**src/rtl/instr_fetch.sv**
```systemverilog
// Instruction fetch stage: reads 16-bit instruction words as two byte reads
// (low byte first) over the 8-bit memory bus and offers each assembled word
// with its address to decode over a valid/ready handshake. Owns the PC and
// accepts absolute redirect targets from downstream.
module instr_fetch #(
    parameter logic [15:0] RESET_PC = 16'h0000
) (
    input  logic        clk,
    input  logic        reset,
    output logic [15:0] mem_addr,
    output logic        mem_rd,
    input  logic        mem_ack,
    input  logic [7:0]  mem_data,
    output logic [15:0] instr_word,
    output logic [15:0] instr_pc,
    output logic        instr_valid,
    input  logic        instr_ready,
    input  logic        branch_en,
    input  logic [15:0] branch_target,
    input  logic        halt
);

    typedef enum logic [1:0] {
        ST_FETCH_LO = 2'd0,
        ST_FETCH_HI = 2'd1,
        ST_VALID    = 2'd2
    } state_t;

    state_t      state_r;
    state_t      state_nxt_s;
    logic [15:0] pc_r;
    logic [15:0] start_pc_r;
    logic [7:0]  lo_r;
    logic [15:0] instr_word_r;
    logic [15:0] instr_pc_r;
    logic        rst_hold_r;
    logic        mem_rd_s;
    logic        lo_take_s;
    logic        hi_take_s;

    // A byte is only consumed when a request is actually outstanding this cycle.
    assign lo_take_s = (state_r == ST_FETCH_LO) && mem_rd_s && mem_ack;
    assign hi_take_s = (state_r == ST_FETCH_HI) && mem_rd_s && mem_ack;

    assign mem_rd      = mem_rd_s;
    assign mem_addr    = pc_r;
    assign instr_valid = (state_r == ST_VALID);
    assign instr_word  = instr_word_r;
    assign instr_pc    = instr_pc_r;

    // State register: reset always returns to the low-byte fetch.
    always_ff @(posedge clk) begin
        if (reset) begin
            state_r <= ST_FETCH_LO;
        end else begin
            state_r <= state_nxt_s;
        end
    end

    // Next state: a redirect overrides every state, otherwise advance on ack/accept.
    always_comb begin
        state_nxt_s = state_r;
        if (branch_en) begin
            state_nxt_s = ST_FETCH_LO;
        end else begin
            case (state_r)
                ST_FETCH_LO: begin
                    if (lo_take_s) begin
                        state_nxt_s = ST_FETCH_HI;
                    end else begin
                        state_nxt_s = ST_FETCH_LO;
                    end
                end
                ST_FETCH_HI: begin
                    if (hi_take_s) begin
                        state_nxt_s = ST_VALID;
                    end else begin
                        state_nxt_s = ST_FETCH_HI;
                    end
                end
                ST_VALID: begin
                    if (instr_ready) begin
                        state_nxt_s = ST_FETCH_LO;
                    end else begin
                        state_nxt_s = ST_VALID;
                    end
                end
                default: begin
                    state_nxt_s = ST_FETCH_LO;
                end
            endcase
        end
    end

    // Read request decode: halt only gates the low-byte read so a started word completes;
    // the cycle right after a reset edge issues no request.
    always_comb begin
        mem_rd_s = 1'b0;
        case (state_r)
            ST_FETCH_LO: mem_rd_s = !halt && !rst_hold_r;
            ST_FETCH_HI: mem_rd_s = !rst_hold_r;
            ST_VALID:    mem_rd_s = 1'b0;
            default:     mem_rd_s = 1'b0;
        endcase
    end

    // Remember that reset was sampled on the last edge so the bus stays idle for that cycle.
    always_ff @(posedge clk) begin
        if (reset) begin
            rst_hold_r <= 1'b1;
        end else begin
            rst_hold_r <= 1'b0;
        end
    end

    // Datapath: PC, partial low byte and the presented instruction word/address.
    always_ff @(posedge clk) begin
        if (reset) begin
            pc_r         <= RESET_PC;
            start_pc_r   <= RESET_PC;
            lo_r         <= 8'h00;
            instr_word_r <= 16'h0000;
            instr_pc_r   <= RESET_PC;
        end else if (branch_en) begin
            // Any byte acked alongside the redirect is dropped.
            pc_r <= branch_target;
        end else if (lo_take_s) begin
            lo_r       <= mem_data;
            start_pc_r <= pc_r;
            pc_r       <= pc_r + 16'd1;
        end else if (hi_take_s) begin
            instr_word_r <= {mem_data, lo_r};
            instr_pc_r   <= start_pc_r;
            pc_r         <= pc_r + 16'd1;
        end else begin
            pc_r <= pc_r;
        end
    end

endmodule

```
**config.mk**
```make
export PLATFORM = sky130hd
export DESIGN_NAME = instr_fetch
export DESIGN_NICKNAME = d
export VERILOG_FILES = /design/src/rtl/instr_fetch.sv
export SDC_FILE = /design/constraint.sdc
export NUM_CORES = 1
export LEC_CHECK = 0
export BUFFER_PORTS_ARGS = -buffer_cell sky130_fd_sc_hd__buf_4
export CAP_MARGIN = 10
export CORE_MARGIN = 2
export CORE_UTILIZATION = 50
export DETAILED_ROUTE_END_ITERATION = 8
export GPL_TIMING_DRIVEN = 0
export PLACE_DENSITY = 0.82
export SYNTH_ARGS = -nofsm -noshare
export SYNTH_HDL_FRONTEND = slang
export SYNTH_SLANG_ARGS = --single-unit
```
**constraint.sdc**
```tcl
create_clock -name clk -period 4.4 [get_ports clk]
set_input_delay 0.88 -clock clk [delete_from_list [all_inputs] [get_ports clk]]
set_output_delay 0.88 -clock clk [all_outputs]
set_load 0.02 [all_outputs]
```
==> results.yml, run 1 <==
status:
  status: "finished clean"
detailed_routing:
  wl_met2_microns: 3600
  ant_nets: 0
  routedWlPerCell_microns: 14.6
  wl_met1_microns: 3400
  drt-total-wl_microns: 7480
  drc_errors: 0
  routed-via-count: 2686
  firstDrtPassIters: 4
  drt-initial-drc-count: 118
  routed.top_layer: "met4"
  via_per_inst: 5.26
  met3_length_microns: 342
timing:
  fin_skew_ns: 0.0107
  max-slew-margin-rel: 0.566
  fin_crit_sh: 0.544
  report.final.hold_viol_count: 0
  period_needed_ns: 2.39
  drv_slew: 0
  rsz0062_at_grt: "false"
  fmax_mhz: 418
  max_slew.worst_pin.slew_ns: 0.647
  finalSetupViolations: 0
  setup-tns-final_ns: 0
cts:
  cts_hold_buffers: 0
  clkTransAtPathRegs_ns: 0.07
  ctsResizeCount: 0
  cts-root-buf: "clkbuf_8"
  cts_max_level: 3
  post_cts_buffers: 0
  clk_latency_ns: 0.35
  cts_tree: "yes"
  clock_sinks: 75
  numCtsBuffers: 9
  clockBufferDepth: 2
synth:
  synth_ff_type: "dfxtp_1"
  synth_top_area_frac: 0.459
  ys_async_sr_fraction: 0
  synth_cell_types: 38
  syn_avg_cell_area_sq_um: 9.63
  yosys.area.top_type: "dfxtp_1"
  synth_area_sq_um: 3270
  ys_ff_latch: 75
  synthTopCellsByArea: "dfxtp_1 (46%), mux2i_1 (17%), nand2b_1 (9.2%)"
  synth_most_common_cell: "dfxtp_1"
  netlist_instances: 340
  ys_seq_area_frac: 0.459
  yosys_warnings: 0
  synth_common_cells: "dfxtp_1 (75), mux2i_1 (56), nor2_1 (49)"
  synth_edf_count: 0
  synth_nets: 371
floorplanning:
  die_x_microns: 84.9
  fp.dieH_microns: 84.9
  core_area_sq_um: 6350
  fp-row-count: 29
  dieArea_sq_um: 7210
  start_util: 0.515
  top_level_ports: 80
worst_setup_path:
  crit_chain: "buf_4 -> nand2b_1 -> buf_4 -> and2_1 -> buf_4"
  r2r_slack_ns: 2.41
  cp_top_family: "buffers and inverters"
  endpoint: "mem_rd"
  cp-start-kind: "primary input"
  cp_slowest_cell: "buf_4"
  cpMostUsedCell: "buf_4"
  reg2reg_depth: 6
  cp_slowest_stage_delay_ns: 0.16
  critPathCaptureType: "primary output"
  critPathMaxFanout: 10
  cp_num_buf_inv: 3
  worst-path-stages: 5
  crit_type: "in -> out"
  r2r_end: "start_pc_r[15]"
  critPathArrivalTime_ns: 1.51
  startpoint: "halt"
  reg2reg_from: "state_r[0]"
  required_ns: 3.52
placed_design:
  place_area_sq_um: 3960
  io_buffer_count: 79
  hpwl_microns: 5490
  place_congestion: 0.865
global_routing:
  grtUsageTotal: 0.215
  grt_pass1_wl_microns: 12300
  antenna_found_initial: 0
  grt_overflow_total: 0
  grt_pass1_vias: 2613
  grt_start_max_net_pins: 13
cells_and_area:
  drive_above_1_share: 0.247
  final_area_sq_um: 4190
  num_antenna_cells: 0
  area_growth_pct: 27.9
  layout.nets: 461
power:
  p_leak_nw: 1.89
  powerDensity_nw_per_um2: 344
  ir_drop_v: 0.000180
min_path:
  hold_path.class: "reg -> reg"
job:
  cap_viol_max_count: 0
metal layers:
metal | global-route usage | vias up
met2 | 0.339 | 68
met5 | 0 | -
met4 | 0.0837 | 0
li1 | - | 1362
met1 | 0.282 | 1242
met3 | 0.0584 | 14
worst register-to-register path: cells and delay by family (launching register included):
family	cells	cell delay (ns)
buffers and inverters	2	0.44
muxes	1	0.26
and+or+nand+nor	3	0.79
DFF	1	0.43
report_power, final:
group	internal, mW	switching [mW]
clock network	0.347	0.250
registers	0.694	0.0227
logic	0.0617	0.0659
total	1.10	0.339
cell usage in the layout (no fill, tap or decap), drive strengths merged:
master	n
or3	3
a311oi	8
a21o	1
clkbuf	24
o21ai	4
bufinv	2
nor2	49
and4	2
xnor2	2
and2	3
nor2b	1
mux2i	56
a21oi	3
clkinv	2
nor3	4
dfxtp	75
nor3b	3
nand3	7
and3	5
xor2	4
or2b	1
ha	1
nand2	8
or4	6
a22oi	1
nand2b	48
buf	88
a211oi	7
nand4	7
inv	4
o31ai	4
nand3b	1
cell families after synthesis:
group / Yosys count / share of synthesized area
xor+xnor: 6 / 0.0161
flops: 75 / 0.459
mux: 56 / 0.171
fa+ha+maj: 1 / 0.00382
compound gates: 28 / 0.0619
simple gates: 148 / 0.249
buf+inv: 26 / 0.0394
worst min path at each step:
stage / start / end / slack (ns) / depth (start not counted)
after floorplan: lo_r[0] / lo_r[0] / 0.45 / 2
after global placement: lo_r[6] / lo_r[6] / 0.46 / 2
after detailed placement: start_pc_r[4] / start_pc_r[4] / 0.46 / 2
after CTS: lo_r[4] / lo_r[4] / 0.48 / 2
after global routing: lo_r[2] / lo_r[2] / 0.50 / 2
final: lo_r[5] / lo_r[5] / 0.48 / 2
final cells by class:
type	count	area (sq um)
Fill cell	495	2160
Clock inverter	4	73.8
Timing Repair Buffer	79	593
Sequential cell	75	1500
Tap cell	77	96.3
Multi-Input combinational cell	239	1640
Buffer	22	114
Clock buffer	11	151
Inverter	4	15.0
stage by stage:
stage                     setup WS [ns]   util  total power, mW  hold WS [ns]  std cells
final                              2.01  0.660             1.44         0.476        511
after global routing               1.94  0.660             1.50         0.496        511
after CTS                          2.00  0.660             1.45         0.477        511
after detailed placement           1.93  0.624            0.859         0.464        496
after global placement             1.96  0.624            0.856         0.461        496
after floorplan                    2.19      -            0.798         0.448        340
state kept, by name, summed over array words and instances (netlist names):
signal / count
instr_pc: 16
instr_word: 16
mem_addr: 16
start_pc_r: 16
lo_r: 8
state_r: 2
rst_hold_r: 1
Power figures use the tool's default switching activity.
==> run 2: changes to the inputs <==
Settings changed: CORE_UTILIZATION 50 to 48, PLACE_DENSITY 0.82 to 0.83.
Clock period 4.4 ns to 2 ns, I/O delays scaled along.
==> results.yml, run 2 (synthesis results as in run 1) <==
cts:
  post_cts_buffers: 0
  clk_latency_ns: 0.35
  clockBufferDepth: 2
  cts_max_level: 3
  cts_tree: "yes"
  numCtsBuffers: 9
  clock_sinks: 75
  clkTransAtPathRegs_ns: 0.08
  cts_hold_buffers: 0
  cts-root-buf: "clkbuf_8"
  ctsResizeCount: 0
timing:
  finalSetupViolations: 0
  drv_slew: 0
  period_needed_ns: 1.91
  max_slew.worst_pin.slew_ns: 0.526
  fin_crit_sh: 0.957
  fmax_mhz: 522
  fin_skew_ns: 0.00669
  max-slew-margin-rel: 0.650
  fin_ws_ns: 0.0859
  rsz0062_at_grt: "true"
  report.final.hold_viol_count: 0
  hold_slack_ns: 0.172
floorplanning:
  start_util: 0.490
  die_x_microns: 86.6
  dieArea_sq_um: 7500
  fp.dieH_microns: 86.6
  fp-row-count: 30
  core_area_sq_um: 6680
  top_level_ports: 80
worst_setup_path:
  critPathCaptureType: "register"
  cp_slowest_stage_delay_ns: 0.36
  cp_slowest_cell: "nand4_1"
  cp_top_family: "simple AND/OR/NAND/NOR gates"
  critPathMaxFanout: 10
  cp_num_buf_inv: 2
  crit_chain: "nor2_1 -> buf_2 -> nand4_1 -> buf_2 -> mux2i_1 -> nor2_1"
  critPathArrivalTime_ns: 2.15
  cp-start-kind: "register"
  crit_type: "reg -> reg"
  required_ns: 2.23
placed_design:
  dp.cells: 499
  place_congestion: 0.858
  place_area_sq_um: 3970
  hpwl_microns: 5630
  dp_slack_ns: 0.00258
  io_buffer_count: 79
power:
  p_leak_nw: 1.88
  power_mw: 3.12
  powerDensity_nw_per_um2: 743
  ir_drop_v: 0.000485
cells_and_area:
  final_area_sq_um: 4200
  layout.nets: 461
  final_common_cell: "buf_4"
  area_growth_pct: 28.2
  mostFrequentLayoutCells: "buf_4 (82), dfxtp_1 (74), mux2i_1 (56)"
  drive_above_1_share: 0.251
  num_antenna_cells: 0
  final_cells: 514
global_routing:
  grtUsageTotal: 0.212
  grt_pass1_vias: 2653
  grt_overflow_total: 0
  antenna_found_initial: 0
  grt_start_max_net_pins: 14
  grt_pass1_wl_microns: 12500
min_path:
  hold_path.class: "in -> reg"
detailed_routing:
  drc_errors: 0
  ant_nets: 0
  drt-initial-drc-count: 141
  firstDrtPassIters: 4
  via_per_inst: 5.36
  routedWlPerCell_microns: 15.0
  routed-via-count: 2754
  drt-total-wl_microns: 7700
status:
  status: "finished clean"
job:
  cap_viol_max_count: 0
## run 2: worst paths after layout
path | from | endpoint | slack [ns] | cells after the start
worst min register to register | lo_r[6] | lo_r[6] | 0.47 | 2
worst min-delay path | reset | rst_hold_r | 0.17 | 1
worst max register to register | state_r[1] | instr_word[2] | 0.09 | 6
worst max-delay path | state_r[1] | instr_word[2] | 0.09 | 6
## run 2: worst reg2reg max path: stages, from the launching register on
cell	delay (ns)
dfxtp_1	0.34
nor2_1	0.23
buf_2	0.24
nand4_1	0.36
buf_2	0.36
mux2i_1	0.20
nor2_1	0.06
## run 2: per-layer routing
layer	GRT usage	routed length, microns	up-vias
met1	0.275	3290	1290
li1	-	-	1355
met2	0.329	3710	84
met5	0	0	-
met3	0.0571	482	25
met4	0.0994	217	0
## run 2: stage by stage
| stage | setup TNS, ns | util |
|---|---|---|
| floorplan | 0 | - |
| CTS | 0 | 0.626 |
| finish | 0 | 0.628 |
| global placement | 0 | 0.594 |
| global route | -0.656 | 0.628 |
| detailed placement | 0 | 0.594 |
## run 2: layout make-up
cell class | count | area [sq um]
buffer | 22 | 119
clock buffer | 9 | 124
clock inverter | 6 | 90.1
fill | 545 | 2480
inverter | 4 | 15.0
multi-input combinational | 239 | 1650
sequential | 75 | 1500
tap | 80 | 100
timing repair buffer | 79 | 593
## run 2: report_power, final
group,leakage (nW),total [mW],switching (mW),internal [mW]
logic,1.16,0.285,0.149,0.136
registers,0.610,1.57,0.0488,1.53
clock network,0.106,1.26,0.559,0.699
